===== src/rtl/fft_buf_pkg.sv =====
`default_nettype none
// ============================================================================
// fft_buf_pkg : shared constants and bit-reverse helper for fft_frame_buf_ctrl  (rev 1.0)
// ============================================================================
package fft_buf_pkg;

  localparam int LOG2_N_DEF = 7;
  localparam int MAX_IDX_W  = 16;
  localparam int NUM_BANKS  = 2;
  localparam logic BANK0    = 1'b0;

  // Reverses the low w bits of v by shifting them out LSB-first into r.
  function automatic logic [MAX_IDX_W-1:0] bitrev(input logic [MAX_IDX_W-1:0] v,
                                                  input int w);
    logic [MAX_IDX_W-1:0] s;
    logic [MAX_IDX_W-1:0] r;
    s = v;
    r = '0;
    for (int i = 0; i < MAX_IDX_W; i++) begin
      if (i < w) begin
        r = {r[MAX_IDX_W-2:0], s[0]};
        s = s >> 1;
      end
    end
    return r;
  endfunction

endpackage
`default_nettype wire


===== src/rtl/fft_buf_skid.sv =====
`default_nettype none
// ============================================================================
// fft_buf_skid : 2-entry register FIFO holding RAM read words and their last tag  (rev 1.0)
// ============================================================================
module fft_buf_skid #(
  parameter int WIDTH = 65
) (
  input  logic             clk,
  input  logic             rst_n,
  input  logic             push_i,
  input  logic [WIDTH-1:0] data_i,
  input  logic             pop_i,
  output logic [WIDTH-1:0] data_o,
  output logic             valid_o,
  output logic [1:0]       cnt_o
);

  logic [WIDTH-1:0] head_q, head_d;
  logic [WIDTH-1:0] tail_q, tail_d;
  logic [1:0]       cnt_q, cnt_d;

  always_comb begin
    head_d = head_q;
    tail_d = tail_q;
    cnt_d  = cnt_q;
    case ({push_i, pop_i})
      2'b10: begin
        if (cnt_q == 2'd0) head_d = data_i;
        else               tail_d = data_i;
        cnt_d = cnt_q + 2'd1;
      end
      2'b01: begin
        head_d = tail_q;
        cnt_d  = cnt_q - 2'd1;
      end
      2'b11: begin
        // pop implies non-empty, so occupancy is 1 or 2 here
        if (cnt_q == 2'd1) begin
          head_d = data_i;
        end else begin
          head_d = tail_q;
          tail_d = data_i;
        end
      end
      default: ;
    endcase
  end

  always_ff @(posedge clk or negedge rst_n) begin
    if (!rst_n) begin
      head_q <= '0;
      tail_q <= '0;
      cnt_q  <= 2'd0;
    end else begin
      head_q <= head_d;
      tail_q <= tail_d;
      cnt_q  <= cnt_d;
    end
  end

  assign data_o  = head_q;
  assign valid_o = (cnt_q != 2'd0);
  assign cnt_o   = cnt_q;

endmodule
`default_nettype wire


===== src/rtl/fft_frame_buf_ctrl.sv =====
`default_nettype none
// ============================================================================
// fft_frame_buf_ctrl : ping-pong frame controller for one dual-port fft_ram  (rev 1.0)
// ============================================================================
module fft_frame_buf_ctrl
  import fft_buf_pkg::*;
#(
  parameter int LOG2_N = LOG2_N_DEF,
  parameter int DATA_W = 64,
  parameter bit BITREV = 1'b1
) (
  input  logic              clk,
  input  logic              rst_n,
  input  logic              s_valid,
  output logic              s_ready,
  input  logic [DATA_W-1:0] s_data,
  output logic              m_valid,
  input  logic              m_ready,
  output logic [DATA_W-1:0] m_data,
  output logic              m_last,
  output logic              ram_wr_en,
  output logic [LOG2_N:0]   ram_wr_addr,
  output logic [DATA_W-1:0] ram_wr_data,
  output logic [LOG2_N:0]   ram_rd_addr,
  input  logic [DATA_W-1:0] ram_rd_data,
  output logic [15:0]       frames_out
);

  localparam logic [LOG2_N-1:0] IDX_LAST = '1;

  logic [NUM_BANKS-1:0] full_q, full_d;
  logic                 wr_bank_q, wr_bank_d;
  logic                 rd_bank_q, rd_bank_d;
  logic [LOG2_N-1:0]    wr_idx_q, wr_idx_d;
  logic [LOG2_N-1:0]    rd_idx_q, rd_idx_d;
  logic [15:0]          frames_q, frames_d;
  logic                 live_q;
  logic                 inflight_q;
  logic                 inflight_last_q;

  logic                 wr_fire;
  logic                 rd_issue;
  logic                 pop;
  logic [1:0]           skid_cnt;
  logic [2:0]           occ;
  logic [LOG2_N-1:0]    rd_addr_idx;
  logic [DATA_W:0]      skid_head;

  // live_q keeps s_ready low while reset is asserted
  assign s_ready  = live_q & ~full_q[wr_bank_q];
  assign wr_fire  = s_valid & s_ready;
  assign pop      = m_valid & m_ready;
  // Occupancy after this cycle's pop; lets the reader sustain 1 word/cycle.
  assign occ      = {1'b0, skid_cnt} + {2'b00, inflight_q} - {2'b00, pop};
  assign rd_issue = full_q[rd_bank_q] & (occ < 3'd2);

  always_comb begin
    full_d    = full_q;
    wr_bank_d = wr_bank_q;
    rd_bank_d = rd_bank_q;
    wr_idx_d  = wr_idx_q;
    rd_idx_d  = rd_idx_q;
    frames_d  = frames_q;
    if (wr_fire) begin
      if (wr_idx_q == IDX_LAST) begin
        full_d[wr_bank_q] = 1'b1;
        wr_bank_d         = ~wr_bank_q;
        wr_idx_d          = '0;
      end else begin
        wr_idx_d = wr_idx_q + LOG2_N'(1);
      end
    end
    // Write needs its bank empty, read needs its bank full: never the same bit.
    if (rd_issue) begin
      if (rd_idx_q == IDX_LAST) begin
        full_d[rd_bank_q] = 1'b0;
        rd_bank_d         = ~rd_bank_q;
        rd_idx_d          = '0;
      end else begin
        rd_idx_d = rd_idx_q + LOG2_N'(1);
      end
    end
    if (pop && m_last) frames_d = frames_q + 16'd1;
  end

  always_ff @(posedge clk or negedge rst_n) begin
    if (!rst_n) begin
      full_q          <= '0;
      wr_bank_q       <= BANK0;
      rd_bank_q       <= BANK0;
      wr_idx_q        <= '0;
      rd_idx_q        <= '0;
      frames_q        <= 16'd0;
      live_q          <= 1'b0;
      inflight_q      <= 1'b0;
      inflight_last_q <= 1'b0;
    end else begin
      full_q          <= full_d;
      wr_bank_q       <= wr_bank_d;
      rd_bank_q       <= rd_bank_d;
      wr_idx_q        <= wr_idx_d;
      rd_idx_q        <= rd_idx_d;
      frames_q        <= frames_d;
      live_q          <= 1'b1;
      inflight_q      <= rd_issue;
      inflight_last_q <= rd_issue & (rd_idx_q == IDX_LAST);
    end
  end

  generate
    if (BITREV) begin : g_rev
      assign rd_addr_idx = LOG2_N'(bitrev(MAX_IDX_W'(rd_idx_q), LOG2_N));
    end else begin : g_nat
      assign rd_addr_idx = rd_idx_q;
    end
  endgenerate

  fft_buf_skid #(
    .WIDTH (DATA_W + 1)
  ) u_skid (
    .clk     (clk),
    .rst_n   (rst_n),
    .push_i  (inflight_q),
    .data_i  ({inflight_last_q, ram_rd_data}),
    .pop_i   (pop),
    .data_o  (skid_head),
    .valid_o (m_valid),
    .cnt_o   (skid_cnt)
  );

  assign m_data      = skid_head[DATA_W-1:0];
  assign m_last      = skid_head[DATA_W];
  assign ram_wr_en   = wr_fire;
  assign ram_wr_addr = {wr_bank_q, wr_idx_q};
  assign ram_wr_data = s_data;
  assign ram_rd_addr = {rd_bank_q, rd_addr_idx};
  assign frames_out  = frames_q;

endmodule
`default_nettype wire


===== config.mk =====
export PLATFORM = sky130hd
export DESIGN_NAME = fft_frame_buf_ctrl
export DESIGN_NICKNAME = d
export VERILOG_FILES = /design/src/rtl/fft_buf_pkg.sv /design/src/rtl/fft_buf_skid.sv /design/src/rtl/fft_frame_buf_ctrl.sv
export SDC_FILE = /design/constraint.sdc
export NUM_CORES = 1
export LEC_CHECK = 0
export ABC_AREA = 1
export BUFFER_PORTS_ARGS = -buffer_cell sky130_fd_sc_hd__buf_2
export CAP_MARGIN = 20
export CORE_ASPECT_RATIO = 2
export CORE_MARGIN = 2
export CORE_UTILIZATION = 30
export CTS_CLUSTER_SIZE = 16
export DETAILED_ROUTE_END_ITERATION = 8
export GPL_ROUTABILITY_DRIVEN = 0
export PLACE_DENSITY = 0.65
export SYNTH_ARGS = -nofsm -noshare
export SYNTH_HDL_FRONTEND = slang
export SYNTH_HIERARCHICAL = 1
export SYNTH_SLANG_ARGS = --single-unit
export TNS_END_PERCENT = 5

===== constraint.sdc =====
create_clock -name clk -period 2.4 [get_ports clk]
set_clock_uncertainty 0.05 [all_clocks]
set_input_delay 0.48 -clock clk [delete_from_list [all_inputs] [get_ports clk]]
set_output_delay 0.48 -clock clk [all_outputs]
set_load 0.01 [all_outputs]

=== Yosys cells after proc, flatten, opt, wreduce, memory -nomap -nowiden ===
Cells that the tools add are included.

* Shifts and indexed selects: 0
* Equality and inequality tests: 9
* Muxes and demuxes: 21
* Bitwise gates (word level): 11
* Add/subtract/negate cells: 7
* Multiply operators: 0
* Magnitude comparators: 5
* Divide/modulo/power cells: 0
* Reduce and logical (&&, ||, !) cells: 12

{| class="wikitable"
|+ Operators by type and width
! kind !! number
|-
| $mux W65 || 4
|-
| $pmux W65 S3 || 1
|-
| $pmux W65 S2 || 1
|-
| $add A16 B1 Y16 const B || 1
|-
| $add A7 B1 Y7 const B || 2
|-
| $eq A7 B7 Y1 const B || 2
|-
| $mux W7 || 2
|-
| $mux W2 || 4
|-
| $mux W1 || 6
|-
| $reduce_and A2 Y1 || 3
|-
| $reduce_bool A2 Y1 || 3
|-
| $and A1 B1 Y1 || 5
|-
| $eq A2 B1 Y1 const B || 2
|-
| $eq A2 B2 Y1 const B || 2
|-
| $lt A1 B2 Y1 const B || 2
|-
| $ne A2 B2 Y1 const B || 2
|-
| $pmux W2 S2 || 1
|-
| $add A2 B1 Y3 || 1
|-
| $logic_and A1 B1 Y1 || 3
|-
| $lt A3 B2 Y1 const B || 1
|-
| $not A1 Y1 || 3
|-
| $reduce_and A3 Y1 || 1
|-
| $reduce_bool A3 Y1 || 1
|-
| $sub A3 B1 Y3 || 1
|-
| 9 further kinds || 11
|}

* Bits of input ports: 132
* Output and inout port bits: 164
* Bits in latches: 0
* Memories: 0
* Register bits after elaboration: 169
* Memory bits (writable): 0
* Memory bits (read-only): 0
* Logic and storage cells: 77

=== Longest topological paths before layout ===
* Depth in word-level cells: 10
* Gate-level depth with buffers: 14

=== Modules after synthesis ===
The synthesis kept the hierarchy.

{| class="wikitable"
|+ Modules (own cells, without submodules)
! module !! times used !! seq. area each (µm²) !! area each (µm²) !! cells an instance
|-
| fft_buf_skid || 1 || 3303.2 || 6162.2 || 802
|-
| fft_frame_buf_ctrl || 1 || 925.9 || 2444.8 || 291
|}

=== Worst setup path before layout ===
OpenSTA, ideal clock, no wires.

* Kind: reg2reg
* Start: register u_skid.cnt_q[0], in the netlist u_skid/cnt_o[0]
* End: register rd_idx_q[6]
* Stages on the path, launching flop included: 12
* Arrival time: 2196 ps
* Setup slack: 32 ps
* Required time: 2229 ps
* Setup time: 121 ps
* Cell sequence: dfrtp_1 inv_1 ha_1 inv_1 nand2_1 nor2_1 o21ai_0 fa_1 nand3_2 nor2_4 nand2_1 xor2_1

* Cells in the longest elaborated chain, start to end: 5
* Elaborated cells between the ends (all ways): 6

{| class="wikitable"
|+ RTL lines
! item !! line !! source
|-
| from (decl) || fft_buf_skid.sv:20 || <nowiki>logic [1:0] cnt_q, cnt_d;</nowiki>
|-
| from (signal assigned) || fft_buf_skid.sv:57 || <nowiki>cnt_q <= cnt_d;</nowiki>
|-
| $reduce_bool A2 Y1 || fft_buf_skid.sv:62 || <nowiki>assign valid_o = (cnt_q != 2'd0);</nowiki>
|-
| via m_valid || fft_frame_buf_ctrl.sv:17 || <nowiki>output logic m_valid,</nowiki>
|-
| $and A1 B1 Y1 || fft_frame_buf_ctrl.sv:52 || <nowiki>assign pop = m_valid & m_ready;</nowiki>
|-
| $sub A3 B1 Y3 || fft_frame_buf_ctrl.sv:54 || <nowiki>assign occ = {1'b0, skid_cnt} + {2'b00, inflight_q} - {2'b00, pop};</nowiki>
|-
| $lt A3 B2 Y1 || fft_frame_buf_ctrl.sv:55 || <nowiki>assign rd_issue = full_q[rd_bank_q] & (occ < 3'd2);</nowiki>
|-
| $and A1 B1 Y1 || fft_frame_buf_ctrl.sv:55 ||
|-
| via rd_issue || fft_frame_buf_ctrl.sv:42 || <nowiki>logic rd_issue;</nowiki>
|-
| to (signal assigned) || fft_frame_buf_ctrl.sv:102 || <nowiki>rd_idx_q <= rd_idx_d;</nowiki>
|-
| to (decl) || fft_frame_buf_ctrl.sv:35 || <nowiki>logic [LOG2_N-1:0] rd_idx_q, rd_idx_d;</nowiki>
|}

The timed path passes the listed nets, and every way through them passes these cells.
A chain may end at the register's enable or synchronous reset.

=== Worst setup path after layout ===
* Start: register u_skid.cnt_q[1], in the netlist u_skid/cnt_o[1]
* End: register rd_idx_q[6]

* Cells in the longest elaborated chain, start to end: 5
* Elaborated cells between the ends (all ways): 6

{| class="wikitable"
|+ RTL lines
! item !! line !! source
|-
| $reduce_bool A2 Y1 || fft_buf_skid.sv:62 ||
|-
| $and A1 B1 Y1 || fft_frame_buf_ctrl.sv:52 ||
|-
| via pop || fft_frame_buf_ctrl.sv:43 || <nowiki>logic pop;</nowiki>
|-
| $sub A3 B1 Y3 || fft_frame_buf_ctrl.sv:54 ||
|-
| $lt A3 B2 Y1 || fft_frame_buf_ctrl.sv:55 ||
|-
| $and A1 B1 Y1 || fft_frame_buf_ctrl.sv:55 ||
|-
| via rd_issue || fft_frame_buf_ctrl.sv:42 ||
|}

The timed path passes the listed nets, and every way through them passes these cells.

==> impl_table.tex <==
\begin{tabular}{lr}
\hline
Metric & Value \\
\hline
\multicolumn{2}{l}{\textbf{Min path}} \\
\quad Worst min path class & input port to flip-flop \\
\quad Source of the worst hold timing path & ram\_rd\_data[34] \\
\multicolumn{2}{l}{\textbf{Die}} \\
\quad Number of rows in the core area & 87 \\
\quad Overall die height & 244 um \\
\quad Initial cell density of the core & 0.305 \\
\quad X dimension of the die & 124 um \\
\quad Die area & 0.0301 mm2 \\
\quad Top Ports & 296 \\
\quad Core Area & 0.0282 mm2 \\
\multicolumn{2}{l}{\textbf{Placed design}} \\
\quad Post-DP Area & 0.00937 mm2 \\
\quad Count of input and output buffers & 167 \\
\quad Hpwl dp & 15.9 mm \\
\multicolumn{2}{l}{\textbf{Synthesis}} \\
\quad Count of unique library cells instantiated by Yosys & 33 \\
\quad Seq/Total Area, Yosys & 0.491 \\
\quad Number of synthesis warnings & 6 \\
\quad Number of synthesized register bits & 169 \\
\quad Share of Yosys cell area claimed by the top area cell type & 0.491 \\
\quad Cell types occupying the most area after synthesis & sky130\_fd\_sc\_hd\_\_dfrtp\_1, sky130\_fd\_sc\_hd\_\_nand2\_1, sky130\_fd\_sc\_hd\_\_nand3\_1 \\
\quad Cell type contributing the most total cell area after synthesis & sky130\_fd\_sc\_hd\_\_dfrtp\_1 \\
\quad Synthesized area per cell & 7.87 um2 \\
\quad Number of standard cells after synthesis & 1093 \\
\quad Syn\_nets & 1236 \\
\quad Cell Area, Synth & 0.00861 mm2 \\
\multicolumn{2}{l}{\textbf{Finish}} \\
\quad Share of final-layout standard cells stronger than drive strength 1 & 0.222 \\
\quad Area grow syn2layout & 17.5\% \\
\quad Total number of nets in the final design & 1329 \\
\quad Final cell area excluding filler cells & 0.0101 mm2 \\
\quad Number of filler cells placed in the layout & 2956 \\
\quad Final core utilization & 0.359 \\
\multicolumn{2}{l}{\textbf{STA}} \\
\quad Unrepaired setup endpoints after global routing & yes \\
\quad Total count of hold-check failures in the final report & 0 \\
\quad Count of final max-slew check failures & 0 \\
\quad Setup-violating endpoint count in the final report & 0 \\
\quad Tcrit/Tclk final & 0.955 \\
\quad Headroom to the max-slew limit & 0.628 \\
\quad Fmax & 0.436 GHz \\
\quad Time the final worst path needs with I/O delays and setup & 2.29 ns \\
\quad Smallest hold slack & 0.216 ns \\
\quad Transition at the pin with the smallest max-transition slack & 0.556 ns \\
\multicolumn{2}{l}{\textbf{Clock network}} \\
\quad Clk Latency, worst-skew pair & 0.45 ns \\
\quad Cell chosen for the clock root & sky130\_fd\_sc\_hd\_\_clkbuf\_16 \\
\quad Clock slew at reported path FFs & 0.07 ns \\
\quad Deepest level of the CTS H-tree & 4 \\
\quad Longest Clk Path Bufs & 2 \\
\quad Cts bufs inserted & 17 \\
\quad Clock tree from TritonCTS & built \\
\quad Clk sinks & 169 \\
\multicolumn{2}{l}{\textbf{Pwr}} \\
\quad Power after layout & 12.9 mW \\
\quad Leakage component of the power & 5.70 nW \\
\quad IR drop worst, VDD & 0.578 mV \\
\quad Pwr per Cell Area & 1280 mW/mm2 \\
\multicolumn{2}{l}{\textbf{Worst setup path}} \\
\quad Type of element capturing the critical path & flip-flop \\
\quad Critical-path maximum fanout & 4 \\
\quad Source of the critical timing path & u\_skid/cnt\_o[1] \\
\quad Critical Path RT & 2.69 ns \\
\quad Type of origin of the critical path & flip-flop \\
\quad Category of the most critical setup path & flip-flop to flip-flop \\
\quad Arrival time of the worst setup path & 2.58 ns \\
\quad Worst flop-to-flop path startpoint & u\_skid/cnt\_o[1] \\
\multicolumn{2}{l}{\textbf{Flow run}} \\
\quad Max Cap Violations & 0 \\
\multicolumn{2}{l}{\textbf{Detailed routing}} \\
\quad Drt first pass iters & 4 \\
\quad Via density per instance & 4.63 \\
\quad Routed wire per std cell & 15.3 um \\
\quad Routed vias & 7243 \\
\quad Number of antenna-violating nets in the routed design & 0 \\
\quad Aggregate routed wire length & 23.9 mm \\
\quad DRC violation count after routing & 0 \\
\quad Iteration-0 DRC count of the detailed router & 466 \\
\multicolumn{2}{l}{\textbf{Global routing}} \\
\quad Vias in the first global route & 7329 \\
\quad Number of antenna violations at the first check in global routing & 11 \\
\quad Total routing usage reported by global routing & 0.164 \\
\quad Global route total overflow & 0 \\
\quad Maximum number of pins on one net before global-route repair & 80 \\
\quad Wire length of the first global-routing pass & 37.9 mm \\
\multicolumn{2}{l}{\textbf{Run status}} \\
\quad Run status & completed \\
\hline
\end{tabular}
## state kept, by name, summed over array words and instances (netlist names), 2 cells and up
| name | flops |
|---|---|
| u_skid/data_o | 65 |
| u_skid/tail_q | 65 |
| frames_out | 16 |
| rd_idx_q | 7 |
| wr_idx_q | 7 |
| full_q | 2 |
| u_skid/cnt_o | 2 |
## per-layer routing
metal	GRT usage	wire [um]
met1	0.168	8750
met2	0.284	12600
met3	0.0372	1270
met4	0.120	1260
met5	0	46
## cells in the final DEF, fill, tap and decap left out, types with 2 or more instances in the layout
cell type / count
sky130_fd_sc_hd__nand2_1: 517
sky130_fd_sc_hd__buf_2: 166
sky130_fd_sc_hd__nor2_4: 6
sky130_fd_sc_hd__inv_2: 8
sky130_fd_sc_hd__a21oi_2: 2
sky130_fd_sc_hd__nor2_1: 17
sky130_fd_sc_hd__nand3_1: 147
sky130_fd_sc_hd__clkinv_4: 2
sky130_fd_sc_hd__buf_6: 2
sky130_fd_sc_hd__clkbuf_8: 3
sky130_fd_sc_hd__o21ai_1: 5
sky130_fd_sc_hd__o21ai_0: 3
sky130_fd_sc_hd__nand3_2: 2
sky130_fd_sc_hd__inv_1: 36
sky130_fd_sc_hd__nor3_1: 2
sky130_fd_sc_hd__clkinvlp_4: 3
sky130_fd_sc_hd__nand2_4: 3
sky130_fd_sc_hd__xor2_1: 11
sky130_fd_sc_hd__clkbuf_16: 17
sky130_fd_sc_hd__ha_1: 9
sky130_fd_sc_hd__o21bai_1: 2
sky130_fd_sc_hd__diode_2: 8
sky130_fd_sc_hd__nand4_1: 4
sky130_fd_sc_hd__bufinv_16: 3
sky130_fd_sc_hd__clkinv_2: 3
sky130_fd_sc_hd__buf_4: 17
sky130_fd_sc_hd__dfrtp_1: 169
sky130_fd_sc_hd__nor2_2: 2
sky130_fd_sc_hd__buf_12: 9
sky130_fd_sc_hd__nand2_2: 10
sky130_fd_sc_hd__xnor2_1: 6
## repair_timing
| item | in CTS | in global routing |
|---|---|---|
| hold endpoints to repair | 31 | 0 |
| setup buffers | 0 | 7 |
| resized for setup | 0 | 18 |
| hold buffers | 1 | 0 |
| endpoints found under the setup margin | 0 | 77 |
## power by group
group          leakage, nW  total, mW  internal [mW]  switching, mW
sequential            2.11       4.59           3.97          0.619
clock                0.295       2.89           1.72           1.18
combinational         3.29       5.44           2.00           3.44
## synthesized netlist by cell type
master,count
sky130_fd_sc_hd__nand3b_1,1
sky130_fd_sc_hd__xnor2_1,6
sky130_fd_sc_hd__nor3_1,2
sky130_fd_sc_hd__buf_2,23
sky130_fd_sc_hd__buf_1,5
sky130_fd_sc_hd__xnor2_2,1
sky130_fd_sc_hd__xor2_1,11
sky130_fd_sc_hd__o21ai_0,4
sky130_fd_sc_hd__xor2_2,1
sky130_fd_sc_hd__ha_1,10
sky130_fd_sc_hd__nor2_1,19
sky130_fd_sc_hd__o21ai_1,5
sky130_fd_sc_hd__nand4_1,4
sky130_fd_sc_hd__nor2_4,4
sky130_fd_sc_hd__inv_1,40
sky130_fd_sc_hd__dfrtp_1,169
sky130_fd_sc_hd__a21oi_1,1
sky130_fd_sc_hd__clkbuf_1,8
sky130_fd_sc_hd__nand2_1,523
sky130_fd_sc_hd__nand2_4,2
sky130_fd_sc_hd__nand3_1,147
sky130_fd_sc_hd__fa_1,1
sky130_fd_sc_hd__nand2_2,5
sky130_fd_sc_hd__nand3_2,2
sky130_fd_sc_hd__nor2_2,2
sky130_fd_sc_hd__buf_8,1
sky130_fd_sc_hd__o21bai_1,2
sky130_fd_sc_hd__conb_1,1
sky130_fd_sc_hd__a21oi_2,3
sky130_fd_sc_hd__nand3_4,1
sky130_fd_sc_hd__nor2_8,1
sky130_fd_sc_hd__inv_2,4
sky130_fd_sc_hd__buf_4,84
## cell families (layout without fill, tap and decap cells)
kind of cell	count (synthesis)	count (layout)	synth area share
and+or+nand+nor	713	713	0.346
DFF	169	169	0.491
buffers and inverters	165	271	0.113
xor gates and xnor gates	19	19	0.0211
AOI/OAI and AO/OA	15	15	0.0106
adders and majority gates	11	11	0.0169
other	1	9	0.000436
## cell type report
class,count,area (um2),share of cell area
well taps,356,445,0.0441
inverters,44,165,0.0163
clock inverters,11,145,0.0144
multi-input cells,759,3460,0.343
flip-flops and latches,169,4230,0.418
clock buffers,21,470,0.0465
repair buffers,195,1170,0.116
diodes,8,20.0,0.00198
## worst max-delay path, cell delays in order, from the launching register on
cell,delay [ns]
sky130_fd_sc_hd__dfrtp_1,0.39
sky130_fd_sc_hd__inv_2,0.09
sky130_fd_sc_hd__ha_4,0.13
sky130_fd_sc_hd__inv_1,0.05
sky130_fd_sc_hd__nand2_2,0.09
sky130_fd_sc_hd__inv_2,0.07
sky130_fd_sc_hd__nor2_4,0.08
sky130_fd_sc_hd__o21ai_2,0.07
sky130_fd_sc_hd__fa_2,0.57
sky130_fd_sc_hd__nand3_2,0.09
sky130_fd_sc_hd__nor2_4,0.16
sky130_fd_sc_hd__buf_6,0.13
sky130_fd_sc_hd__nand2_1,0.05
sky130_fd_sc_hd__xor2_1,0.14
## worst paths after layout
check / to / slack, ns / cells after the start
max: rd_idx_q[6] / 0.11 / 13
min: u_skid/tail_q[34] / 0.22 / 3
max reg2reg: rd_idx_q[6] / 0.11 / 13
min reg2reg: u_skid/tail_q[50] / 0.42 / 2
max in group asynchronous: wr_bank_q / 1.06 / 3
min in group asynchronous: u_skid/data_o[52] / 0.45 / 2
## metrics by stage
stage | TNS (ns) | setup WS, ns | cells
floorplan | 0 | 0.0323 | 1093
global placement | 0 | 0.105 | 1515
detailed placement | 0 | 0.0509 | 1515
CTS | 0 | 0.0348 | 1548
global route | -0.209 | -0.0375 | 1563
finish | 0 | 0.109 | 1563
No activity file was read; power rests on OpenSTA's default activity.
